===== src/rtl/elevator_scheduler_if.sv =====
// Call, pacing and status signals of the elevator car controller.
// The controller uses the slave modport; whoever drives the car inputs uses master.
interface elevator_scheduler_if;
  logic [2:0] button_n;
  logic       move_clk;
  logic       sos_mode;
  logic       weight_limit_exceeded;
  logic [1:0] floor;
  logic       moving;
  logic       direction;
  logic       door_open;
  logic [2:0] pending;
  logic       arrived;

  modport master (
    output button_n, move_clk, sos_mode, weight_limit_exceeded,
    input  floor, moving, direction, door_open, pending, arrived
  );

  modport slave (
    input  button_n, move_clk, sos_mode, weight_limit_exceeded,
    output floor, moving, direction, door_open, pending, arrived
  );
endinterface


===== src/rtl/elevator_scheduler.sv =====
// Three-floor elevator car scheduler: latches floor calls, paces travel from
// move_clk, dwells with the door open, and honours overload and emergency stop.
module elevator_scheduler #(
  parameter int DOOR_TIME = 50
) (
  input logic                  clk,
  input logic                  reset_n,
  elevator_scheduler_if.slave  bus
);

  localparam int DW = (DOOR_TIME > 1) ? $clog2(DOOR_TIME) : 1;
  localparam logic [DW-1:0] DWELL_LOAD = DW'(DOOR_TIME - 1);
  localparam logic [DW-1:0] DWELL_ZERO = DW'(0);
  localparam logic [DW-1:0] DWELL_ONE  = DW'(1);

  typedef enum logic [2:0] {
    ST_IDLE      = 3'd0,
    ST_MOVE_UP   = 3'd1,
    ST_MOVE_DOWN = 3'd2,
    ST_DOOR      = 3'd3,
    ST_SOS       = 3'd4
  } state_t;

  function automatic logic calls_above(input logic [2:0] calls, input logic [1:0] at);
    case (at)
      2'd0:    calls_above = |calls[2:1];
      2'd1:    calls_above = calls[2];
      default: calls_above = 1'b0;
    endcase
  endfunction

  function automatic logic calls_below(input logic [2:0] calls, input logic [1:0] at);
    case (at)
      2'd1:    calls_below = calls[0];
      2'd2:    calls_below = |calls[1:0];
      default: calls_below = 1'b0;
    endcase
  endfunction

  logic [2:0]    btn_meta_r, btn_sync_r, btn_prev_r;
  logic          mv_meta_r, mv_sync_r, mv_prev_r;
  logic          run_r;
  state_t        state_r, state_nxt_s;
  logic [1:0]    floor_r, floor_nxt_s;
  logic          direction_r, direction_nxt_s;
  logic [2:0]    pending_r, pending_nxt_s;
  logic          arrived_r, arrived_nxt_s;
  logic [DW-1:0] dwell_r, dwell_nxt_s;
  logic          step_r, step_nxt_s;
  logic [2:0]    fall_s, here_mask_s, clear_s, door_mask_s;
  logic          tick_s, here_s, above_s, below_s;

  assign fall_s      = btn_prev_r & ~btn_sync_r;
  assign tick_s      = mv_sync_r & ~mv_prev_r;
  assign here_mask_s = 3'b001 << floor_r;
  assign here_s      = |(pending_r & here_mask_s);
  assign above_s     = calls_above(pending_r, floor_r);
  assign below_s     = calls_below(pending_r, floor_r);
  assign door_mask_s = (state_r == ST_DOOR) ? here_mask_s : 3'b000;

  // Input synchronizers with edge-detect history; run_r holds the FSM for one edge after reset.
  always_ff @(posedge clk or negedge reset_n) begin
    if (!reset_n) begin
      btn_meta_r <= 3'b111;
      btn_sync_r <= 3'b111;
      btn_prev_r <= 3'b111;
      mv_meta_r  <= 1'b0;
      mv_sync_r  <= 1'b0;
      mv_prev_r  <= 1'b0;
      run_r      <= 1'b0;
    end else begin
      btn_meta_r <= bus.button_n;
      btn_sync_r <= btn_meta_r;
      btn_prev_r <= btn_sync_r;
      mv_meta_r  <= bus.move_clk;
      mv_sync_r  <= mv_meta_r;
      mv_prev_r  <= mv_sync_r;
      run_r      <= 1'b1;
    end
  end

  // Scheduler state and registered outputs.
  always_ff @(posedge clk or negedge reset_n) begin
    if (!reset_n) begin
      state_r     <= ST_IDLE;
      floor_r     <= 2'd0;
      direction_r <= 1'b1;
      pending_r   <= 3'b000;
      arrived_r   <= 1'b0;
      dwell_r     <= DWELL_ZERO;
      step_r      <= 1'b0;
    end else begin
      state_r     <= state_nxt_s;
      floor_r     <= floor_nxt_s;
      direction_r <= direction_nxt_s;
      pending_r   <= pending_nxt_s;
      arrived_r   <= arrived_nxt_s;
      dwell_r     <= dwell_nxt_s;
      step_r      <= step_nxt_s;
    end
  end

  // Next-state logic; sos_mode overrides everything, step_r marks the cycle after a floor step.
  always_comb begin
    state_nxt_s     = state_r;
    floor_nxt_s     = floor_r;
    direction_nxt_s = direction_r;
    dwell_nxt_s     = dwell_r;
    clear_s         = 3'b000;
    arrived_nxt_s   = 1'b0;
    step_nxt_s      = 1'b0;
    if (!run_r) begin
      state_nxt_s = state_r;
    end else if (bus.sos_mode) begin
      state_nxt_s = ST_SOS;
      dwell_nxt_s = DWELL_ZERO;
    end else begin
      case (state_r)
        ST_IDLE: begin
          if (bus.weight_limit_exceeded) begin
            state_nxt_s = ST_IDLE;
          end else if (here_s) begin
            state_nxt_s   = ST_DOOR;
            clear_s       = here_mask_s;
            arrived_nxt_s = 1'b1;
            dwell_nxt_s   = DWELL_LOAD;
          end else if (above_s) begin
            state_nxt_s     = ST_MOVE_UP;
            direction_nxt_s = 1'b1;
          end else if (below_s) begin
            state_nxt_s     = ST_MOVE_DOWN;
            direction_nxt_s = 1'b0;
          end else begin
            state_nxt_s = ST_IDLE;
          end
        end
        ST_MOVE_UP, ST_MOVE_DOWN: begin
          if (step_r && here_s) begin
            state_nxt_s   = ST_DOOR;
            clear_s       = here_mask_s;
            arrived_nxt_s = 1'b1;
            dwell_nxt_s   = DWELL_LOAD;
          end else if (step_r && !((state_r == ST_MOVE_UP) ? above_s : below_s)) begin
            state_nxt_s = ST_IDLE;
          end else if (tick_s && (state_r == ST_MOVE_UP) && (floor_r != 2'd2)) begin
            floor_nxt_s = floor_r + 2'd1;
            step_nxt_s  = 1'b1;
          end else if (tick_s && (state_r == ST_MOVE_DOWN) && (floor_r != 2'd0)) begin
            floor_nxt_s = floor_r - 2'd1;
            step_nxt_s  = 1'b1;
          end else begin
            state_nxt_s = state_r;
          end
        end
        ST_DOOR: begin
          if (bus.weight_limit_exceeded || (|(fall_s & here_mask_s))) begin
            dwell_nxt_s = DWELL_LOAD;
          end else if (dwell_r == DWELL_ZERO) begin
            if (direction_r ? above_s : below_s) begin
              state_nxt_s = direction_r ? ST_MOVE_UP : ST_MOVE_DOWN;
            end else if (direction_r ? below_s : above_s) begin
              state_nxt_s     = direction_r ? ST_MOVE_DOWN : ST_MOVE_UP;
              direction_nxt_s = ~direction_r;
            end else begin
              state_nxt_s = ST_IDLE;
            end
          end else begin
            dwell_nxt_s = dwell_r - DWELL_ONE;
          end
        end
        ST_SOS: begin
          state_nxt_s = ST_IDLE;
        end
        default: begin
          state_nxt_s = ST_IDLE;
        end
      endcase
    end
  end

  // Call latching: a call landing on a floor being cleared, or on the open-door floor, is absorbed.
  always_comb begin
    pending_nxt_s = pending_r;
    if (!run_r) begin
      pending_nxt_s = pending_r;
    end else if (bus.sos_mode || (state_r == ST_SOS)) begin
      pending_nxt_s = 3'b000;
    end else begin
      pending_nxt_s = (pending_r & ~clear_s) | (fall_s & ~clear_s & ~door_mask_s);
    end
  end

  assign bus.floor     = floor_r;
  assign bus.moving    = (state_r == ST_MOVE_UP) || (state_r == ST_MOVE_DOWN);
  assign bus.direction = direction_r;
  assign bus.door_open = (state_r == ST_DOOR);
  assign bus.pending   = pending_r;
  assign bus.arrived   = arrived_r;

endmodule


===== src/flat_wrapper.sv =====
// flat-port wrapper written by rule: the top's interface ports become plain ports
module elevator_scheduler_flat 
#(
  parameter int DOOR_TIME = 50
)
  (clk, reset_n, bus_button_n, bus_move_clk, bus_sos_mode, bus_weight_limit_exceeded, bus_floor, bus_moving, bus_direction, bus_door_open, bus_pending, bus_arrived);
  elevator_scheduler_if bus_i ();
  input logic clk;
  input logic reset_n;
  input wire logic [$bits(bus_i.button_n)-1:0] bus_button_n;
  input wire logic [$bits(bus_i.move_clk)-1:0] bus_move_clk;
  input wire logic [$bits(bus_i.sos_mode)-1:0] bus_sos_mode;
  input wire logic [$bits(bus_i.weight_limit_exceeded)-1:0] bus_weight_limit_exceeded;
  output wire logic [$bits(bus_i.floor)-1:0] bus_floor;
  output wire logic [$bits(bus_i.moving)-1:0] bus_moving;
  output wire logic [$bits(bus_i.direction)-1:0] bus_direction;
  output wire logic [$bits(bus_i.door_open)-1:0] bus_door_open;
  output wire logic [$bits(bus_i.pending)-1:0] bus_pending;
  output wire logic [$bits(bus_i.arrived)-1:0] bus_arrived;
  assign bus_i.button_n = bus_button_n;
  assign bus_i.move_clk = bus_move_clk;
  assign bus_i.sos_mode = bus_sos_mode;
  assign bus_i.weight_limit_exceeded = bus_weight_limit_exceeded;
  assign bus_floor = bus_i.floor;
  assign bus_moving = bus_i.moving;
  assign bus_direction = bus_i.direction;
  assign bus_door_open = bus_i.door_open;
  assign bus_pending = bus_i.pending;
  assign bus_arrived = bus_i.arrived;
  elevator_scheduler #(.DOOR_TIME(DOOR_TIME)) u_core (.clk(clk), .reset_n(reset_n), .bus(bus_i));
endmodule

===== config.mk =====
export PLATFORM = sky130hd
export DESIGN_NAME = elevator_scheduler_flat
export DESIGN_NICKNAME = d
export VERILOG_FILES = /design/src/rtl/elevator_scheduler_if.sv /design/src/rtl/elevator_scheduler.sv /design/src/flat_wrapper.sv
export SDC_FILE = /design/constraint.sdc
export NUM_CORES = 1
export LEC_CHECK = 0
export ABC_AREA = 1
export CAP_MARGIN = 20
export CORE_ASPECT_RATIO = 1.1
export CORE_MARGIN = 1
export CORE_UTILIZATION = 56
export DETAILED_ROUTE_END_ITERATION = 10
export PLACE_DENSITY_LB_ADDON = 0.25
export SLEW_MARGIN = 10
export SYNTH_ARGS = -nofsm -noshare
export SYNTH_HDL_FRONTEND = slang
export SYNTH_SLANG_ARGS = --single-unit

===== constraint.sdc =====
create_clock -name clk -period 2.5 [get_ports clk]
set_clock_uncertainty 0.15 [all_clocks]
set_input_delay 0.75 -clock clk [delete_from_list [all_inputs] [get_ports clk]]
set_output_delay 0.75 -clock clk [all_outputs]
set_load 0.02 [all_outputs]

# [Word-level counts from Yosys, hierarchy flattened]
# Cells that the tools add are included.
[word_totals] regBits=30 latchBits=0 ram_bits=0 romBits=0 inputBits=8 out_inout_bits=9 wordCells=139 mem_count=0
[classes] addsub=3 multipliers=0 div_mod_pow=0 n_lt_le_gt_ge=0 n_eq_ne=21 n_shift=1 muxes=58 n_bitwise=16 n_reduce_logical=26
[op_table] operator="3-bit 2-to-1 mux" n=17
[op_table] operator="6-bit 2-to-1 mux" n=6
[op_table] operator="1-bit 2-to-1 mux" n=23
[op_table] operator="3-bit AND" n=6
[op_table] operator="6-bit case mux with 3 select lines" n=1
[op_table] operator="6-bit AND reduction" n=2
[op_table] operator="2-bit 2-to-1 mux" n=5
[op_table] operator="2-bit != test, second input constant" n=5
[op_table] operator="10-bit AND reduction" n=1
[op_table] operator="3-bit by 2-bit != test with 1-bit output, second input constant" n=3
[op_table] operator="3-bit inverter" n=3
[op_table] operator="3-bit case mux with 3 select lines" n=1
[op_table] operator="1-bit case mux with 2 select lines" n=4
[op_table] operator="3-bit by 2-bit equality test with 1-bit output, second input constant" n=2
[op_table] operator="1-bit logical AND" n=6
[op_table] operator="6-bit zero test" n=1
[op_table] operator="3-bit != test, second input constant" n=2
[op_table] operator="3-bit case mux with 2 select lines" n=1
[op_table] operator="2-bit nonzero test" n=3
[op_table] operator="2-bit OR reduction" n=3
[op_table] operator="3-bit OR reduction" n=2
[op_table] operator="6-bit by 1-bit subtractor with 6-bit output, second input constant" n=1
[op_table] operator="1-bit inverter" n=5
[op_table] operator="2-bit by 1-bit != test with 1-bit output, second input constant" n=2
[op_table] operator="other kinds (18)" n=20

# [Logic depth before layout (Yosys ltp)]
# Gate-level depths: netlist of run 1.
[logic_depth] word_depth=13 ltp_mapped=12 mapped_depth_nobuf=12

# [Least setup slack after synthesis of run 1]
# OpenSTA, ideal clock, no wires.
[synth_path] kind="flip-flop to flip-flop" start="register u_core.floor_r[0], in the netlist u_core.bus.floor[0]" end="register u_core.dwell_r[4]" arrival_time_ps=1586 setup_slack_ps=641 path_stages_with_launch=13 path_buffers=1 path_cell_list="dfrtp_1 inv_1 ha_1 nand2_2 nand3_2 nand2_2 nand3_2 nand2_2 nor2_2 nand2_2 buf_6 nand2_2 o21ai_2"
[synth_via] elab_chain_len=7 elab_cells_between_ends=14
[synth_lines] item="from (decl)" line_no="elevator_scheduler.sv:44" source="logic [1:0] floor_r, floor_nxt_s;"
[synth_lines] item="from (signal assigned)" line_no="elevator_scheduler.sv:94" source="floor_r <= floor_nxt_s;"
[synth_lines] item="1-bit by 2-bit << shifter with 3-bit output *" line_no="elevator_scheduler.sv:55" source="assign here_mask_s = 3'b001 << floor_r;"
[synth_lines] item="3-bit AND" line_no="elevator_scheduler.sv:156" source="if (bus.weight_limit_exceeded || (|(fall_s & here_mask_s))) begin"
[synth_lines] item="3-bit OR reduction" line_no="elevator_scheduler.sv:156"
[synth_lines] item="1-bit logical OR" line_no="elevator_scheduler.sv:156"
[synth_lines] item="6-bit 2-to-1 mux" line_no="elevator_scheduler.sv:156"
[synth_lines] item="6-bit case mux with 3 select lines" line_no="elevator_scheduler.sv:118" source="case (state_r)"
[synth_lines] item="6-bit 2-to-1 mux" line_no="elevator_scheduler.sv:114" source="end else if (bus.sos_mode) begin"
[synth_lines] item="to (signal assigned)" line_no="elevator_scheduler.sv:98" source="dwell_r <= dwell_nxt_s;"
[synth_lines] item="to (decl)" line_no="elevator_scheduler.sv:48" source="logic [DW-1:0] dwell_r, dwell_nxt_s;"
# Every way passes the cells marked *; elsewhere a longest branch is shown, timed or not.
# A chain may end at the register's enable or synchronous reset.

# [Final worst setup path of run 1]
[layout_path] start="register u_core.direction_r, in the netlist u_core.bus.direction" end="output port bus_direction"
[layout_lines] item="from (decl)" line_no="elevator_scheduler.sv:45" source="logic direction_r, direction_nxt_s;"
[layout_lines] item="from (signal assigned)" line_no="elevator_scheduler.sv:95" source="direction_r <= direction_nxt_s;"
[layout_lines] item="to (decl)" line_no="flat_wrapper.sv:16" source="output wire logic [$bits(bus_i.direction)-1:0] bus_direction;"
# No word-level cell between the ends.

==> results of run 1 <==
-- through the flow --
step                      total power [mW]  std cells
after global placement               0.762        278
after detailed placement             0.766        278
final                                 1.06        286
after global routing                  1.12        286
after CTS                             1.06        286
after floorplan                      0.696        227
-- synthesized netlist by cell type --
cell type,number
sky130_fd_sc_hd__a21oi_1,6
sky130_fd_sc_hd__buf_2,1
sky130_fd_sc_hd__buf_6,1
sky130_fd_sc_hd__conb_1,1
sky130_fd_sc_hd__dfrtp_1,20
sky130_fd_sc_hd__dfstp_2,10
sky130_fd_sc_hd__ha_1,5
sky130_fd_sc_hd__inv_1,30
sky130_fd_sc_hd__inv_2,1
sky130_fd_sc_hd__nand2_1,64
sky130_fd_sc_hd__nand2_2,11
sky130_fd_sc_hd__nand3_1,17
sky130_fd_sc_hd__nand3_2,6
sky130_fd_sc_hd__nand3b_1,3
sky130_fd_sc_hd__nand4_1,3
sky130_fd_sc_hd__nor2_1,21
sky130_fd_sc_hd__nor2_2,3
sky130_fd_sc_hd__nor3_1,1
sky130_fd_sc_hd__nor3_2,1
sky130_fd_sc_hd__nor3_4,1
sky130_fd_sc_hd__o21ai_0,8
sky130_fd_sc_hd__o21ai_1,3
sky130_fd_sc_hd__o21ai_2,6
sky130_fd_sc_hd__xnor2_1,2
sky130_fd_sc_hd__xor2_1,2
-- metal layers --
layer / vias up / wire, um
met1: 682 / 1500
li1: 766 / -
met2: 42 / 1480
met3: 8 / 185
met4: 0 / 70
met5: - / 0
-- what timing repair did --
item / in CTS / in global routing
setup endpoints to repair: 2 / 0
hold buffers: 0 / 0
resized for setup: 2 / 0
-- power by group through the flow --
stage / Combinational, mW / Sequential [mW] / Clock [mW]
3_3_place_gp: 0.199 / 0.563 / 0
3_5_place_dp: 0.202 / 0.565 / 0
6_report: 0.200 / 0.556 / 0.299
2_1_floorplan: 0.127 / 0.569 / 0
5_1_grt: 0.225 / 0.562 / 0.331
4_1_cts: 0.201 / 0.556 / 0.307
-- layout by cell type (no fill, tap or decap), drive strengths merged --
master	Yosys	layout
conb	1	1
nand3b	3	3
nand4	3	3
clkbuf	0	6
xor2	2	2
ha	5	5
clkinv	0	1
inv	31	31
nor3	3	3
clkinvlp	0	1
nand3	23	23
a21oi	6	6
buf	2	4
nor2	24	24
dlygate4sd2	0	2
dfstp	10	10
xnor2	2	2
clkdlybuf4s50	0	14
dfrtp	20	20
o21ai	17	17
nand2	75	75
-- cells by family (layout without fill, tap and decap cells) --
group           after synthesis  count (layout)
compound gates               23              23
xor+xnor                      4               4
fa+ha+maj                     5               5
buf+inv                      33              59
flops                        30              30
other cells                   1               1
simple gates                131             131
-- registers in the layout (all words and copies together) (netlist names) --
signal                count
u_core.run_r              1
u_core.mv_meta_r          1
u_core.dwell_r            6
u_core.mv_sync_r          1
u_core.btn_sync_r         3
u_core.bus.pending        3
u_core.btn_prev_r         3
u_core.mv_prev_r          1
u_core.bus.direction      1
u_core.step_r             1
u_core.state_r            3
u_core.btn_meta_r         3
u_core.bus.floor          2
u_core.bus.arrived        1
-- area by class of cell --
| type | count | area [um^2] | share of cell area |
|---|---|---|---|
| Timing Repair Buffer | 20 | 188 | 0.0922 |
| Multi-Input combinational cell | 164 | 863 | 0.424 |
| Inverter | 31 | 116 | 0.0572 |
| Tap cell | 33 | 41.3 | 0.0203 |
| Clock inverter | 2 | 12.5 | 0.00615 |
| Clock buffer | 6 | 51.3 | 0.0252 |
| Sequential cell | 30 | 763 | 0.375 |
-- worst paths after layout --
check / to / slack, ns / startpoint
setup / recovery: bus_direction / 0.07 / u_core.bus.direction
hold / removal: u_core.btn_sync_r[2] / 0.21 / u_core.btn_meta_r[2]
setup reg to reg: u_core.dwell_r[2] / 0.45 / u_core.bus.floor[0]
hold reg to reg: u_core.btn_sync_r[2] / 0.21 / u_core.btn_meta_r[2]
max in group asynchronous: u_core.btn_meta_r[2] / 1.23 / reset_n
min in group asynchronous: u_core.bus.floor[1] / 0.63 / reset_n
==> results.cfg, run 1 <==
[timing]
finalSetupViolCount = 0
timing.fmax_mhz = 412
hold_violations = 0
tns_ns = 0
period_share = 0.971
crit_path_time_final_ns = 2.43
hold_slack_ns = 0.205
grt_setup_unrepaired = false
maxSlewViolCount = 0
final_critical_path_setup_slack_ns = 0.0720

[power_and_ir_drop]
pwr-share-clk = 0.284
netSwitchingFraction = 0.297
share_comb_of_total_power = 0.190
power.share.sequential = 0.527
total_switching_power_mw = 0.314
power.leakage_nw = 0.982
power.density_mw_per_mm2 = 519
internal_power_mw = 0.742
ir_drop_v = 0.000521

[critical_path]
cp_num_buf_inv = 1
crit_chain = clkdlybuf4s50_1
required_ns = 1.60
timing.critical_path.to_type = output pin
arrival_ns = 1.53
cp-start-kind = flip-flop
critical_path_peak_fanout = 5
timing.critical_path.slowest_cell_delay_ns = 0.61
worstRegToRegCells = 11
cpLargestDelayFamily = buffers and inverters
path_depth = 1
crit_path_top_delay_cell = sky130_fd_sc_hd__clkdlybuf4s50_1
timing.setup.critical_path_class = reg2out

[synth]
ys_seq_elements = 30
synthesis.instances = 227
synthesis.area_per_instance_um2 = 7.75
synth_top_family_by_area = simple AND/OR/NAND/NOR gates
synth_top_cell_by_area = sky130_fd_sc_hd__dfrtp_1
synth.net_count = 240
adder_and_majority_gate_portion_of_the_synthesized_area = 0.0356
synth_area_in_compound_gates = 0.0782
synthMuxAreaShare = 0
yosys_synthesis_warning_count = 0
synth_cell_type_count = 25
post_synth_and_or_nand_nor_area_fraction = 0.355
yosys-top-cells-area = sky130_fd_sc_hd__dfrtp_1 28%, sky130_fd_sc_hd__dfstp_2 15%, sky130_fd_sc_hd__nand2_1 14%, sky130_fd_sc_hd__inv_1 6.4%, sky130_fd_sc_hd__nand3_1 4.8%
xor_xnor_fraction_of_synth_area = 0.0199
synth.top_cell.area_share = 0.284
synth.cell_area_mm2 = 0.00176
seq_area_frac_synth = 0.434

[floorplan]
io_pins = 17
placeable_core_region_mm2 = 0.00288
dieArea_mm2 = 0.00337
initial_core_util = 0.611
placementRows = 20
die-width_um = 55.4
dieHeight_um = 60.8

[layout]
fill_cells = 239
areaGrowthSynthToFinish_pct = 15.7
antenna_cells_inserted = 0
layout.core_utilization = 0.707
stdcell_area_mm2 = 0.00204
post_route_cells_drive_above_1_share = 0.202
finish.net_count = 265

[global_routing]
use_met1 = 0.275
grt_use_met2 = 0.361
global_route.overflow_total = 0
grt_first_pass_wirelength_um = 5510
first_global_vias = 1281
gr-usage-met3 = 0.0512
track_usage = 0.218
grt-busiest-layer = met2
grt_max_degree = 31
antenna_violations_before_repair = 0

[min_path]
hold_path.class = reg2reg
worst_hold_path.num_cells = 0

[clock_tree]
clk_pin_slew_worst_paths_ns = 0.11
post_cts.repair.setup_buffers = 0
worst_skew_pair.late_latency_ns = 0.34
max_clock_buf_depth = 2
tritoncts_num_sinks = 30
cts_made_buffers = 5
cts_tree = built
cts.root.buffer_cell = sky130_fd_sc_hd__clkbuf_4
h-tree-depth = 2

[placed_design]
placement_cell_area_mm2 = 0.00197
post-place-ws_ns = 0.127
dp.final_hpwl_um = 2530
buffer_ports.inserted = 16
globalplace.congestion = 0.916

[route]
wirelength_um = 3240
vias_per_cell = 5.24
drc_errors = 0
drt_iter0_drc = 96
avgRoutedWirePerCell_um = 11.3
via_count = 1498
detail-route-antenna-nets = 0
drt_first_pass_iters = 4

[flow_run]
drv.max_cap_violation_count = 0

[status]
status = completed
Power figures use the tool's default switching activity.
==> inputs of run 2 (changes only) <==
ABC_AREA = 0   (was 1)
CORE_UTILIZATION = 62   (was 56)
DONT_BUFFER_PORTS = 1   (was unset)
clock period = 2.6 ns   (was 2.5 ns; I/O delays follow)
==> run 2 against run 1 <==
Compared with the run above: global-route usage rose by 8.1 points; synthesized cell count down 31%; routed wire length up 15%; combinational power fell by 52%; non-clock buffer count fell by 10; first-iteration DRC count shrank 26%; critical path depth rose by 7; power grew 4.4%; register-to-register slack got worse by 0.37 ns; largest power group unchanged.
==> results.cfg, run 2 <==
[status]
status = completed

[synth]
synth.cell_area_mm2 = 0.00161
xor_xnor_fraction_of_synth_area = 0.0218
post_synth_and_or_nand_nor_area_fraction = 0.181
ys_seq_elements = 30
synth_top_cell_by_area = sky130_fd_sc_hd__dfrtp_1
synthesis.area_per_instance_um2 = 10.3
synth_edf_count = 0
synth_area_in_compound_gates = 0.224
yosys-top-cells-area = sky130_fd_sc_hd__dfrtp_1 31%, sky130_fd_sc_hd__dfstp_2 16%, sky130_fd_sc_hd__ha_1 3.9%, sky130_fd_sc_hd__a21oi_1 3.7%, sky130_fd_sc_hd__o21ai_0 2.8%
synth_async_sr_flop_share = 1.00
synth.top_cell.area_share = 0.312
synth.net_count = 169
synthesis.instances = 156
synthMostInstantiatedCell = sky130_fd_sc_hd__dfrtp_1
ys_dominant_reg_cell = sky130_fd_sc_hd__dfrtp_1
synth_common_cells = 20 x sky130_fd_sc_hd__dfrtp_1, 12 x sky130_fd_sc_hd__a21oi_1, 11 x sky130_fd_sc_hd__nor2_1, 10 x sky130_fd_sc_hd__dfstp_2, 9 x sky130_fd_sc_hd__o21ai_0
synth_top_family_by_area = compound AO/OA/AOI/OAI gates
seq_area_frac_synth = 0.475
adder_and_majority_gate_portion_of_the_synthesized_area = 0.0389
synthMuxAreaShare = 0.0265
synth_cell_type_count = 48
yosys_synthesis_warning_count = 0

[power_and_ir_drop]
power.share.sequential = 0.470
ir_drop_v = 0.000602
power.leakage_nw = 0.750
total_switching_power_mw = 0.243
power.density_mw_per_mm2 = 608
share_comb_of_total_power = 0.086
pwr-share-clk = 0.444
internal_power_mw = 0.859
netSwitchingFraction = 0.220

[critical_path]
cp-start-kind = flip-flop
regToRegSetupSlack_ns = 0.08
crit_chain = inv_1 -> ha_1 -> buf_4 -> a222oi_1 -> buf_4 -> o21ai_2 -> o221ai_1 -> mux2_2
timing.setup.critical_path_class = reg2reg
arrival_ns = 2.60
timing.rr.start = u_core.bus.floor[0]
worstRegToRegCells = 8
worstSetupStartpoint = u_core.bus.floor[0]
crit-reg2reg-capture = u_core.state_r[1]
required_ns = 2.68
crit_path_top_delay_cell = sky130_fd_sc_hd__dfrtp_1
cp_num_buf_inv = 3
cpLargestDelayFamily = compound AO/OA/AOI/OAI gates
path_depth = 8
timing.critical_path.to_type = flip-flop
timing.critical_path.slowest_cell_delay_ns = 0.39
critical_path_peak_fanout = 7
cp-endpoint = u_core.state_r[1]
critical-path-top-cell-by-count = sky130_fd_sc_hd__buf_4

[layout]
layout.cells.most_common = sky130_fd_sc_hd__dfrtp_1
areaGrowthSynthToFinish_pct = 12.9
post_route_cells_drive_above_1_share = 0.218
finish.net_count = 182
antenna_cells_inserted = 0
largest_register = u_core.dwell_r
commonest_cells_after_routing_fill_and_taps_aside = 20 x sky130_fd_sc_hd__dfrtp_1, 12 x sky130_fd_sc_hd__a21oi_1, 11 x sky130_fd_sc_hd__nor2_1, 10 x sky130_fd_sc_hd__dfstp_2, 9 x sky130_fd_sc_hd__buf_4
largest_register_ffs = 6
stdcell_area_mm2 = 0.00181
finalNonFillerCells = 200

[timing]
crit_path_time_final_ns = 2.52
maxSlewViolCount = 0
max_slew_margin = 0.378
worst_pin_slew_ns = 0.930
hold_violations = 0
timing.fmax_mhz = 397
period_share = 0.969
hold_slack_ns = 0.125
finalSetupViolCount = 0
tns_ns = 0
grt_setup_unrepaired = true

[floorplan]
initial_core_util = 0.686
io_pins = 17
dieHeight_um = 55.4
dieArea_mm2 = 0.00280
die-width_um = 50.5
placementRows = 18
placeable_core_region_mm2 = 0.00234

[min_path]
hold_path.class = in2async

[global_routing]
global_route.overflow_total = 0
grt_first_pass_wirelength_um = 6140
first_global_vias = 1398
grt_max_degree = 21
antenna_violations_before_repair = 0
track_usage = 0.299

[clock_tree]
cts.root.buffer_cell = sky130_fd_sc_hd__clkbuf_4
worst_skew_pair.late_latency_ns = 0.34
h-tree-depth = 2
cts_tree = built
cts_made_buffers = 5
tritoncts_num_sinks = 30
max_clock_buf_depth = 2
clk_pin_slew_worst_paths_ns = 0.10

[route]
avgRoutedWirePerCell_um = 18.6
via_count = 1373
drc_errors = 0
drt_iter0_drc = 71
vias_per_cell = 6.87
wirelength_um = 3720
drt_first_pass_iters = 5
detail-route-antenna-nets = 0

[placed_design]
dp.final_hpwl_um = 2550
placement_cell_area_mm2 = 0.00169
buffer_ports.inserted = 0
globalplace.congestion = 0.955
dp_cells = 190

[flow_run]
drv.max_cap_violation_count = 0
## run 2: changes by cell type after synthesis, moves of 4 or more
cell / before / now
sky130_fd_sc_hd__a31oi_1: 0 / 4
sky130_fd_sc_hd__nand2_1: 64 / 6
sky130_fd_sc_hd__nor2_1: 21 / 11
sky130_fd_sc_hd__nand3_1: 17 / 4
sky130_fd_sc_hd__inv_1: 30 / 8
sky130_fd_sc_hd__nand2_2: 11 / 0
sky130_fd_sc_hd__a21oi_1: 6 / 12
sky130_fd_sc_hd__o21ai_2: 6 / 1
sky130_fd_sc_hd__nor3_1: 1 / 6
sky130_fd_sc_hd__nand3_2: 6 / 0
sky130_fd_sc_hd__nand2b_1: 0 / 6
## run 2: metal layers
metal | GRT usage | vias up | share of wire
li1 | - | 609 | -
met1 | 0.331 | 651 | 0.36
met2 | 0.495 | 93 | 0.52
met3 | 0.0992 | 20 | 0.082
met4 | 0.167 | 0 | 0.030
met5 | 0 | - | 0
## run 2: worst reg2reg max path, cell delays in order, from the launching register on
cell                       delay (ns)
sky130_fd_sc_hd__dfrtp_1         0.39
sky130_fd_sc_hd__inv_1           0.10
sky130_fd_sc_hd__ha_1            0.24
sky130_fd_sc_hd__buf_4           0.17
sky130_fd_sc_hd__a222oi_1        0.36
sky130_fd_sc_hd__buf_4           0.23
sky130_fd_sc_hd__o21ai_2         0.10
sky130_fd_sc_hd__o221ai_1        0.31
sky130_fd_sc_hd__mux2_2          0.37
## run 2: worst min-delay path by stage
stage | slack [ns] | startpoint | endpoint | cells past startpoint
final | 0.13 | reset_n | u_core.bus.direction | 0
after global routing | 0.1 | reset_n | u_core.btn_prev_r[1] | 0
after CTS | 0.11 | reset_n | u_core.btn_prev_r[2] | 0
after detailed placement | 0.19 | u_core.mv_meta_r | u_core.mv_sync_r | 0
after global placement | 0.18 | u_core.mv_meta_r | u_core.mv_sync_r | 0
after floorplan | 0.18 | u_core.mv_meta_r | u_core.mv_sync_r | 0
## run 2: stage by stage
stage               setup WS, ns  power (mW)   util
global route             -0.0285        1.14  0.775
CTS                       0.0667        1.11  0.771
detailed placement        0.0922       0.610  0.720
global placement           0.208       0.604  0.720
finish                    0.0815        1.10  0.775
floorplan                0.00104       0.586      -
## run 2: timing repair
action | in CTS | in global routing
buffers inserted | 0 | 1
endpoints found under the hold margin | 20 | 0
hold buffers | 1 | 0
setup endpoints to repair | 0 | 4
gates resized for setup | 0 | 2
## run 2: power by group through the flow
stage / Combinational (mW) / Clock (mW) / Sequential (mW)
final: 0.0951 / 0.489 / 0.518
after global routing: 0.104 / 0.520 / 0.521
after CTS: 0.0924 / 0.498 / 0.518
after detailed placement: 0.0835 / 0 / 0.526
after global placement: 0.0793 / 0 / 0.525
after floorplan: 0.0653 / 0 / 0.521
## run 2: logic make-up after synthesis
| group | count (synthesis) |
|---|---|
| AOI/OAI and AO/OA | 49 |
| DFF | 30 |
| xor gates and xnor gates | 4 |
| adders and majority gates | 5 |
| other | 1 |
| buffers and inverters | 12 |
| and+or+nand+nor | 51 |
| muxes | 4 |
## run 2: final cells by class
type                    instances  area [um^2]
inverters                       8         30.0
clock inverters                 2         60.1
multi-input cells             114          795
repair buffers                 10         77.6
clock buffers                   6         51.3
fillers                       158          528
well taps                      30         37.5
flip-flops and latches         30          763
==> inputs of run 3 (changes only) <==
CAP_MARGIN = unset   (was 20)
==> results of run 3 <==
Same layout as run 2: the final DEF is identical, and so are final timing and power.
